<file path="config.mk">
export PLATFORM = sky130hd
export DESIGN_NAME = mul_accumulator
export DESIGN_NICKNAME = d
export VERILOG_FILES = /design/src/rtl/mul_accumulator.sv
export SDC_FILE = /design/constraint.sdc
export NUM_CORES = 1
export LEC_CHECK = 0
export CELL_PAD_IN_SITES_DETAIL_PLACEMENT = 1
export CELL_PAD_IN_SITES_GLOBAL_PLACEMENT = 2
export CORE_MARGIN = 2
export CORE_UTILIZATION = 32
export CTS_BUF_LIST = sky130_fd_sc_hd__clkbuf_16
export DETAILED_ROUTE_END_ITERATION = 10
export PLACE_DENSITY = 0.82
export SLEW_MARGIN = 40
export SYNTH_ARGS = -nofsm -noshare
export SYNTH_HDL_FRONTEND = slang
export SYNTH_SLANG_ARGS = --single-unit
</file>
<file path="constraint.sdc">
create_clock -name clk -period 3.17 [get_ports clk]
set_clock_uncertainty 0.2 [all_clocks]
set_input_delay 0.317 -clock clk [delete_from_list [all_inputs] [get_ports clk]]
set_output_delay 0.317 -clock clk [all_outputs]
set_load 0.05 [all_outputs]
</file>
<file path="src/rtl/mul_accumulator.sv">
// Saturating multiply-accumulate back end: sums COUNT unsigned products per result
// and hands the finished sum plus an overflow flag out on a valid/ready port.
module mul_accumulator #(
    parameter int PROD_W = 8,
    parameter int ACC_W  = 12,
    parameter int COUNT  = 4
) (
    input  logic              clk,
    input  logic              rst,
    input  logic              clr,
    input  logic              in_valid,
    output logic              in_ready,
    input  logic [PROD_W-1:0] in_prod,
    output logic              out_valid,
    input  logic              out_ready,
    output logic [ACC_W-1:0]  out_sum,
    output logic              out_ovf,
    output logic              busy
);

    localparam int CNT_W = (COUNT > 1) ? $clog2(COUNT) : 1;
    localparam logic [CNT_W-1:0] CNT_LAST = CNT_W'(COUNT - 1);

    typedef enum logic {
        ACCUM = 1'b0,
        DONE  = 1'b1
    } state_t;

    state_t            state_q, state_d;
    logic [ACC_W-1:0]  acc_q, acc_d;
    logic [CNT_W-1:0]  cnt_q, cnt_d;
    logic              ovf_q, ovf_d;
    logic [ACC_W-1:0]  out_sum_q, out_sum_d;
    logic              out_ovf_q, out_ovf_d;

    logic              accept;
    logic [ACC_W:0]    sum_wide;
    logic [ACC_W-1:0]  acc_new;
    logic              ovf_new;

    // in_ready depends only on registered state and clr, never on out_ready
    assign in_ready  = (state_q == ACCUM) && !clr;
    assign out_valid = (state_q == DONE);
    assign busy      = (state_q == ACCUM) && (cnt_q != '0);
    assign out_sum   = out_sum_q;
    assign out_ovf   = out_ovf_q;
    assign accept    = in_valid && in_ready;

    // Once acc is all ones any nonzero product overflows again, so saturation sticks
    assign sum_wide = {1'b0, acc_q} + {{(ACC_W + 1 - PROD_W){1'b0}}, in_prod};
    assign acc_new  = sum_wide[ACC_W] ? {ACC_W{1'b1}} : sum_wide[ACC_W-1:0];
    assign ovf_new  = ovf_q | sum_wide[ACC_W];

    always_comb begin
        state_d   = state_q;
        acc_d     = acc_q;
        cnt_d     = cnt_q;
        ovf_d     = ovf_q;
        out_sum_d = out_sum_q;
        out_ovf_d = out_ovf_q;

        if (clr) begin
            state_d   = ACCUM;
            acc_d     = '0;
            cnt_d     = '0;
            ovf_d     = 1'b0;
            out_sum_d = '0;
            out_ovf_d = 1'b0;
        end else begin
            case (state_q)
                ACCUM: begin
                    if (accept) begin
                        if (cnt_q == CNT_LAST) begin
                            out_sum_d = acc_new;
                            out_ovf_d = ovf_new;
                            state_d   = DONE;
                            acc_d     = '0;
                            cnt_d     = '0;
                            ovf_d     = 1'b0;
                        end else begin
                            acc_d = acc_new;
                            ovf_d = ovf_new;
                            cnt_d = cnt_q + 1'b1;
                        end
                    end
                end
                DONE: begin
                    if (out_ready) begin
                        state_d = ACCUM;
                    end
                end
                default: state_d = ACCUM;
            endcase
        end
    end

    always_ff @(posedge clk or posedge rst) begin
        if (rst) begin
            state_q   <= ACCUM;
            acc_q     <= '0;
            cnt_q     <= '0;
            ovf_q     <= 1'b0;
            out_sum_q <= '0;
            out_ovf_q <= 1'b0;
        end else begin
            state_q   <= state_d;
            acc_q     <= acc_d;
            cnt_q     <= cnt_d;
            ovf_q     <= ovf_d;
            out_sum_q <= out_sum_d;
            out_ovf_q <= out_ovf_d;
        end
    end

endmodule

</file>
==> reports/metrics.csv <==
metric,value,unit
synthAdderAreaFrac,8.74,%
fin_tns_setup,0,ps
cts_resized,0,
synth-async-reset-ratio,100,%
pin_count,29,
cts_buffers,5,
diodes,0,
synth_common_cells,"dfrtp_1, nand2_1, o21ai_0",
switchingPower,0.000321,W
power_frac_clock,39.7,%
synth_warnings,0,
drcViolationCount,0,
grt_pass1_wl,7660,um
ys_seq_elements,29,
pwr-share-seq,37.1,%
synth_edf_count,0,
hold_viol_final,0,
maxSlewHeadroom,51.7,%
num_rows,26,
dieHeight,76.0,um
yosysTopAreaCellShare,43.7,%
gp_congestion,0.807,
end_kind,flop,
post-cts-setup-buffers,0,
route.vias.total,1421,
swShare,29.4,%
period_share,88.9,%
cts_hold_buf,0,
grt_overflow,0,
maxCapViolations,0,
die_w,76.0,um
path_clk_slew,50,ps
drtPass1Iterations,4,
cts_tree,built,
final_layout_size_suffix_gt1_share,7.62,%
syn-instance-count,179,
core_area,0.00504,mm2
hold_path_class,in2async,
yosysTopAreaCell,dfrtp_1,
combPwrFrac,23.2,%
dp_hpwl,3210,um
avgSynthCellArea,9.28,um2
power_density,504,mW/mm2
clock_latency,270,ps
nNetsFinal,233,
routed_via_density,5.08,
ant_nets,0,
grt.total_usage,16.8,%
fmax,355,MHz
cp.required,3130,ps
ys_top_cells_by_area,"dfrtp_1, ha_1, o21ai_0, nand2_1, a21oi_1",
setup_viol,0,
synth_compound_area_share,24.3,%
port_buffers,28,
syn-cell-area,0.00166,mm2
final.min_clock_period,2820,ps
wl_per_cell,15.9,um
cp.arrival,2780,ps
muxShareOfSynthArea,0,%
seq_area_frac_synth,43.7,%
synth_xor_xnor_area_share,2.64,%
n_fill_cell,591,
synth_most_common_cell,dfrtp_1,
ir_worst_vdd,0.254,mV
slew_viol_final,0,
initialDrtViolationCount,56,
cts_root_buf,clkbuf_16,
synth-main-ff-cell,dfrtp_1,
grt_max_degree,30,
rsz0062_at_grt,no,
critPathMaxFanout,8,
worstSetupPathType,in2reg,
start_util,32.9,%
internal-power,0.000769,W
cts_max_level,2,
synth.distinct_cells,41,
run_status,"complete, no violations",
power,0.00109,W
tightest_slew,722,ps
drt_wl_total,4460,um
area_growth,30.2,%
syn_nets,203,
holdWs,221,ps
numClockSinks,29,
cts.path.max_buffers,2,
grt_antenna_before_repair,0,
synth_top_family_by_area,compound AO/OA/AOI/OAI gates,
grt_pass1_vias,1569,
crit_path_start_kind,primary input,
leakage,0.956,nW
die_area,0.00578,mm2
yosys.area_share.simple,17.7,%
## flip-flops by register name (all words and copies together) (netlist names)
name and count:
acc_q 12, out_sum 12, cnt_q 2, out_ovf 1, out_valid 1, ovf_q 1
## stage by stage
step           cells  cell area (um2)  util, %  worst slack, ps
2_1_floorplan    179             1660        -              676
6_report         280             2160     42.9              353
5_1_grt          280             2160     42.9              244
3_3_place_gp     272             2020     40.0              183
3_5_place_dp     272             2020     40.0             81.5
4_1_cts          280             2150     42.7              363
## cell type report
type,instances,area [um2],area share [%]
Multi-Input combinational cell,138,895,41.4
Clock buffer,5,125,5.79
Tap cell,70,87.6,4.05
Inverter,4,15.0,0.694
Clock inverter,3,11.3,0.521
Timing Repair Buffer,31,303,14.0
Sequential cell,29,726,33.6
## cells in the final DEF (no fill, tap or decap), types with 3 or more instances in the layout
cell type,netlist,routed
clkbuf_16,0,5
nor2_1,12,12
or3_1,3,3
ha_1,10,10
xnor2_1,3,3
dfrtp_1,29,29
buf_4,0,3
nor3_1,4,4
o21ai_0,25,25
nand2b_1,4,4
a22o_1,4,4
nand2_1,25,25
a21oi_1,9,9
nand3_1,5,5
inv_1,4,7
a21o_1,4,4
clkdlybuf4s50_1,0,28
## power groups by stage
stage	Clock, W	Sequential [W]	Combinational [W]
after floorplan	0	0.000408	0.000179
after global placement	0	0.000409	0.000241
after detailed placement	0	0.000410	0.000250
after CTS	0.000448	0.000404	0.000253
after global routing	0.000462	0.000407	0.000283
final	0.000433	0.000405	0.000253
## critical path, stage by stage
cell	delay [ps]
clkdlybuf4s50_1	400
ha_1	230
fa_1	420
a21o_1	240
a221oi_4	450
o21ai_4	150
or3_1	370
a22o_1	200
## final timing paths
| kind | startpoint | endpoint | slack (ps) | cells after the start |
|---|---|---|---|---|
| min in group clk | out_sum[8] | out_sum[8] | 280 | 2 |
| worst min-delay path | rst | acc_q[2] | 220 | 3 |
| worst max register to register | acc_q[0] | out_sum[11] | 440 | 7 |
| worst max-delay path | in_prod[0] | out_sum[11] | 350 | 8 |
| worst min register to register | out_sum[8] | out_sum[8] | 280 | 2 |
| max in group asynchronous | rst | out_sum[1] | 2260 | 3 |
## kinds of logic after synthesis
logic type                 after synthesis
DFF                                     29
buffers and inverters                   12
xor gates and xnor gates                 5
and+or+nand+nor                         63
AOI/OAI and AO/OA                       59
adders and majority gates               11
## per-layer routing
layer | wire (um) | track usage, % | up-vias
met4 | 72 | 6.55 | 0
met5 | 0 | 0 | -
met3 | 172 | 4.27 | 7
met1 | 2010 | 20.2 | 679
met2 | 2200 | 28.7 | 28
li1 | - | - | 707
Note: power is estimated with default switching activity, not from simulation.
==> variant 1: new RTL, same settings <==
Reset style: synchronous (`rst`), changed in one clocked block.
--- a/src/rtl/mul_accumulator.sv
+++ b/src/rtl/mul_accumulator.sv
@@ -94,7 +94,7 @@
         end
     end
 
-    always_ff @(posedge clk or posedge rst) begin
+    always_ff @(posedge clk) begin
         if (rst) begin
             state_q   <= ACCUM;
             acc_q     <= '0;
Check against the original RTL: differs if rst is asserted again (counterexample within 4 cycles, from zero or initial values and one cycle with rst high); with rst held inactive, the same outputs for 4 cycles.
==> variant 1 against the original RTL <==
  * Final area shrank 6.5%
  * Sequential share of layout area shrank 4.9 points
  * Worst hold slack gained 0.013 ns
  * Synthesized area shrank 6.3%
  * Sequential cell count is the same
  * Register-to-register slack gained 0.17 ns
  * Worst setup slack gained 0.099 ns
  * Wire length shrank 0.58%
  * Global-route usage grew 0.90 points
  * Non-clock buffer count grew 1
Power is not compared: it rests on default switching activity, and its combinational part moved more than twofold at a synthesized area within 25%.
==> variant 1: results (changes against the original RTL) <==
drive_above_1_share_pct: 7.273  # -0.35 points
ctsHoldBuffers: 0  # unchanged
dr_wl_met3_um: 132  # -23%
max-vdd-ir-drop_v: 0.0001895
antenna_found_initial: 0  # unchanged
vias_per_cell: 5.445  # +7.3%
wl_um: 4430  # -0.58%
status: "finished, final reports clean"
synth_nets: 213  # +4.9%
ys_seq_area_share_pct: 37.33  # -6.4 points
slowest_delay_ns: 0.43  # -0.02 ns
min_path_type: "register to register"
synthFlopType: "dfxtp_1"
hpwl_um: 3323  # +3.7%
drt_iter0_drc: 95  # +70%
firstDrtPassIters: 4  # unchanged
placed_area_sq_um: 1889  # -6.3%
place_congestion: 0.8169  # +1.3%
port_buffers: 28  # unchanged
ys_top_cells_by_area: "dfxtp_1, ha_1, nand2_1"
met1_usage_pct: 22.56  # +2.3 points
postCtsSetupRepairBufs: 0  # unchanged
cellLeakagePower_nw: 0.7928
yosysWarnings: 0  # unchanged
relSlewSlack_pct: 60.29  # +8.5 points
grt_pass1_wl_um: 7307  # -4.6%
dp_worst_setup_slack_ns: 0.2153  # +0.1338 ns
power_density_nw_per_um2: 441.5
grt_max_degree: 18  # -40%
final_nets: 244  # +4.7%
cts_buffer_depth: 2  # unchanged
grt_usage_pct: 17.66  # +0.90 points
synth_cell_type_count: 38  # -7.3%
synthTopCellsByCount: "nand2_1, dfxtp_1, o21ai_0"
worstPathMaxFanout: 17  # +9
grt_use_met3_pct: 2.881  # -1.4 points
m1WireLength_um: 2036  # +1.1%
crit_path_top_delay_cell: "fa_1"
grt_pass1_vias: 1513  # -3.6%
gr-usage-met2_pct: 29.96  # +1.2 points
ys_async_sr_fraction_pct: 0  # -100 points
cts_buffers: 5  # unchanged
cp.arrival_ns: 2.65  # -0.13 ns
cts-root-buf: "clkbuf_16"
dr_wl_met2_um: 2200  # +0.14%
-- variant 1: cell count changes after synthesis, moves of 4 or more --
| cell | delta |
|---|---|
| a21oi_1 | +4 |
| a22o_1 | -4 |
| dfrtp_1 | -29 |
| dfxtp_1 | +29 |
| nand2_1 | +7 |
| nand3_1 | +5 |
| o21ai_0 | -9 |
| o21ai_1 | +9 |
-- variant 1: layout make-up --
type,instances,area [sq um]
Fill cell,568,2670
Multi-Input combinational cell,147,912.1
Clock inverter,2,7.507
Sequential cell,29,580.6
Timing Repair Buffer,32,310.3
Tap cell,54,67.56
Clock buffer,5,125.1
Inverter,5,18.77
-- variant 1: per-stage QoR --
step | hold slack [ns] | utilization (%) | std cells
after global routing | 0.2693 | 43.09 | 274
after CTS | 0.2403 | 43.09 | 274
after detailed placement | 0.2337 | 40.27 | 267
final | 0.2346 | 43.09 | 274
after floorplan | 0.2356 | - | 189
after global placement | 0.2301 | 40.27 | 267
-- variant 1: cells by family after synthesis --
logic type	Yosys count	share of synthesized area (%)
AND/OR/NAND/NOR	70	21.08
buffers and inverters	13	4.023
multiplexers	3	1.931
AO/OA/AOI/OAI	57	22.93
XOR/XNOR	6	3.379
flip-flops	29	37.33
adder cells (fa/ha/maj)	11	9.332
-- variant 1: worst paths after layout --
kind	from	endpoint	slack [ns]	depth (start not counted)
worst max-delay path	in_prod[0]	acc_q[11]$_SDFFE_PP0P_	0.45	8
worst min-delay path	out_ovf$_SDFFE_PP0P_	out_ovf$_SDFFE_PP0P_	0.23	2
worst max register to register	acc_q[0]$_SDFFE_PP0P_	acc_q[11]$_SDFFE_PP0P_	0.61	7
worst min register to register	out_ovf$_SDFFE_PP0P_	out_ovf$_SDFFE_PP0P_	0.23	2
==> variant 2: new RTL, config.mk and constraints unchanged <==
Without the edit above. Change the parameter `PROD_W` from 8 to 6.
--- a/src/rtl/mul_accumulator.sv
+++ b/src/rtl/mul_accumulator.sv
@@ -1,7 +1,7 @@
 // Saturating multiply-accumulate back end: sums COUNT unsigned products per result
 // and hands the finished sum plus an overflow flag out on a valid/ready port.
 module mul_accumulator #(
-    parameter int PROD_W = 8,
+    parameter int PROD_W = 6,
     parameter int ACC_W  = 12,
     parameter int COUNT  = 4
 ) (
Interface: changed (resized in_prod); port bits go from 29 to 27. No check against the original RTL was run, so the function may have changed too.
==> variant 2 against the original RTL <==
  * Final area is 8.2% higher
  * Critical path depth decreased by 1
  * Largest cell class unchanged
  * Global-route usage up 1.1 points
  * Register-to-register slack better by 0.18 ns
  * Fmax rose by 7.1%
  * Sequential cell count is the same
  * Synthesized area is 10% higher
  * Power down 2.8%
  * Critical path type unchanged
  * Die area rose by 9.8%
  * Critical endpoint unchanged
  * Sequential power down 2%
  * Worst setup slack better by 0.19 ns
  * Non-clock buffer count is 3 higher
  * Wire length rose by 14%
==> variant 2: results (changes against the original RTL) <==
grt_pass1_wl_um: 8659  # +13%
p_sw_w: 0.0003005  # -6.4%
final_nets: 241  # +3.4%
place_congestion: 0.7740  # -4.0%
cts_buffers: 5  # unchanged
syn_inst: 193  # +7.8%
r2r_start: "acc_q[0]$_DFFE_PP0P_"
fin_hold_ws_ns: 0.2290  # +0.007783 ns
dp.cells: 286  # +5.1%
antenna_found_initial: 0  # unchanged
wl_per_cell_um: 17.35  # +9.0%
timing.rr.end: "out_sum[11]$_DFFE_PP0P_"
cts-resized-gates: 0  # unchanged
r2r_setup_slack_ns: 0.62  # +0.18 ns
drt_iter0_drc: 84  # +50%
htree_levels: 2  # unchanged
ys_top_cells_by_area: "dfrtp_1, ha_1, a21oi_1"
clk_latency_ns: 0.27  # about the same
crit_path_top_delay_cell: "or4_1"
grt_usage_pct: 17.86  # +1.1 points
yosysWarnings: 0  # unchanged
fillers: 620  # +4.9%
clk_pin_slew_ns: 0.05  # about the same
cp.arrival_ns: 2.58  # -0.20 ns
grt_max_degree: 30  # unchanged
max-vdd-ir-drop_v: 0.0001924  # -24%
cellLeakagePower_nw: 0.9843  # +3.0%
relSlewSlack_pct: 53.51  # +1.8 points
cp_top_family: "compound AO/OA/AOI/OAI gates"
dp_worst_setup_slack_ns: 0.2369  # +0.1555 ns
drive_above_1_share_pct: 10.36  # +2.7 points
ys_seq_area_share_pct: 39.59  # -4.1 points
final_area_sq_um: 2340  # +8.2%
wl_um: 5102  # +14%
cts_buffer_depth: 2  # unchanged
antennaDiodeCount: 0  # unchanged
ys_async_sr_fraction_pct: 100.0  # unchanged
status: "finished, final reports clean"
min_path_type: "input port to asynchronous set/reset pin"
crit_start: "in_prod[0]"
worstSetupEndpointType: "register"
grt_pass1_vias: 1711  # +9.1%
synth_nets: 213  # +4.9%
port_buffers: 26  # -7.1%
synthTopCellsByCount: "dfrtp_1, a21oi_1, nand2_1"
synth_cell_type_count: 54  # +32%
slowest_delay_ns: 0.52  # +0.07 ns
placed_area_sq_um: 2200  # +9.1%
worstPathMaxFanout: 4  # -4
hpwl_um: 3723  # +16%
max_freq_mhz: 380.0  # +7.1%
cts-root-buf: "clkbuf_16"
firstDrtPassIters: 4  # unchanged
num_vias: 1645  # +16%
r2r_cells: 6  # -1
postCtsSetupRepairBufs: 0  # unchanged
variant 2: changes by cell type in the layout (fill, tap and decap cells not counted), sizes merged, moves of 5 or more:
cell / before / now
o21ai: 26 / 16
nand2: 25 / 11
a21oi: 10 / 15
buf: 3 / 8
nand4: 2 / 7
nor2: 12 / 7
a32oi: 0 / 6
variant 2: kinds of logic (layout without fill, tap and decap cells):
| family | Yosys count | count (layout) | share of synthesized area [%] |
|---|---|---|---|
| mux | 2 | 2 | 1.092 |
| compound gates | 75 | 75 | 29.15 |
| fa+ha+maj | 9 | 9 | 6.553 |
| buf+inv | 19 | 48 | 4.301 |
| flops | 29 | 29 | 39.59 |
| simple gates | 58 | 58 | 18.84 |
| xor+xnor | 1 | 1 | 0.4779 |
variant 2: power groups by stage:
stage | clock network, W | logic (W) | registers (W)
2_1_floorplan | 0 | 0.000147 | 0.000400
3_3_place_gp | 0 | 0.000225 | 0.000401
3_5_place_dp | 0 | 0.000229 | 0.000401
4_1_cts | 0.000445 | 0.000229 | 0.000395
5_1_grt | 0.000460 | 0.000253 | 0.000397
6_report | 0.000436 | 0.000228 | 0.000395
variant 2: layer usage:
metal | routed length [um] | track usage, % | vias up
met1 | 2559 | 25.27 | 802
met5 | 0 | 0 | -
met2 | 2276 | 27.14 | 31
met4 | 58 | 5.172 | 0
met3 | 208 | 4.072 | 8
li1 | - | - | 804
variant 2: layout make-up:
class	instances	area share [%]
Clock inverter	3	0.4813
Multi-Input combinational cell	145	44.12
Timing Repair Buffer	34	14.22
Inverter	6	0.9626
Clock buffer	5	5.348
Tap cell	72	3.850
Sequential cell	29	31.02
variant 2: worst register-to-register path, cell delays in order (launching register included):
cell and delay, ns:
dfrtp_1 0.38, ha_1 0.23, fa_1 0.41, a21o_1 0.25
or4_1 0.52, a2111oi_2 0.34, a211oi_1 0.08
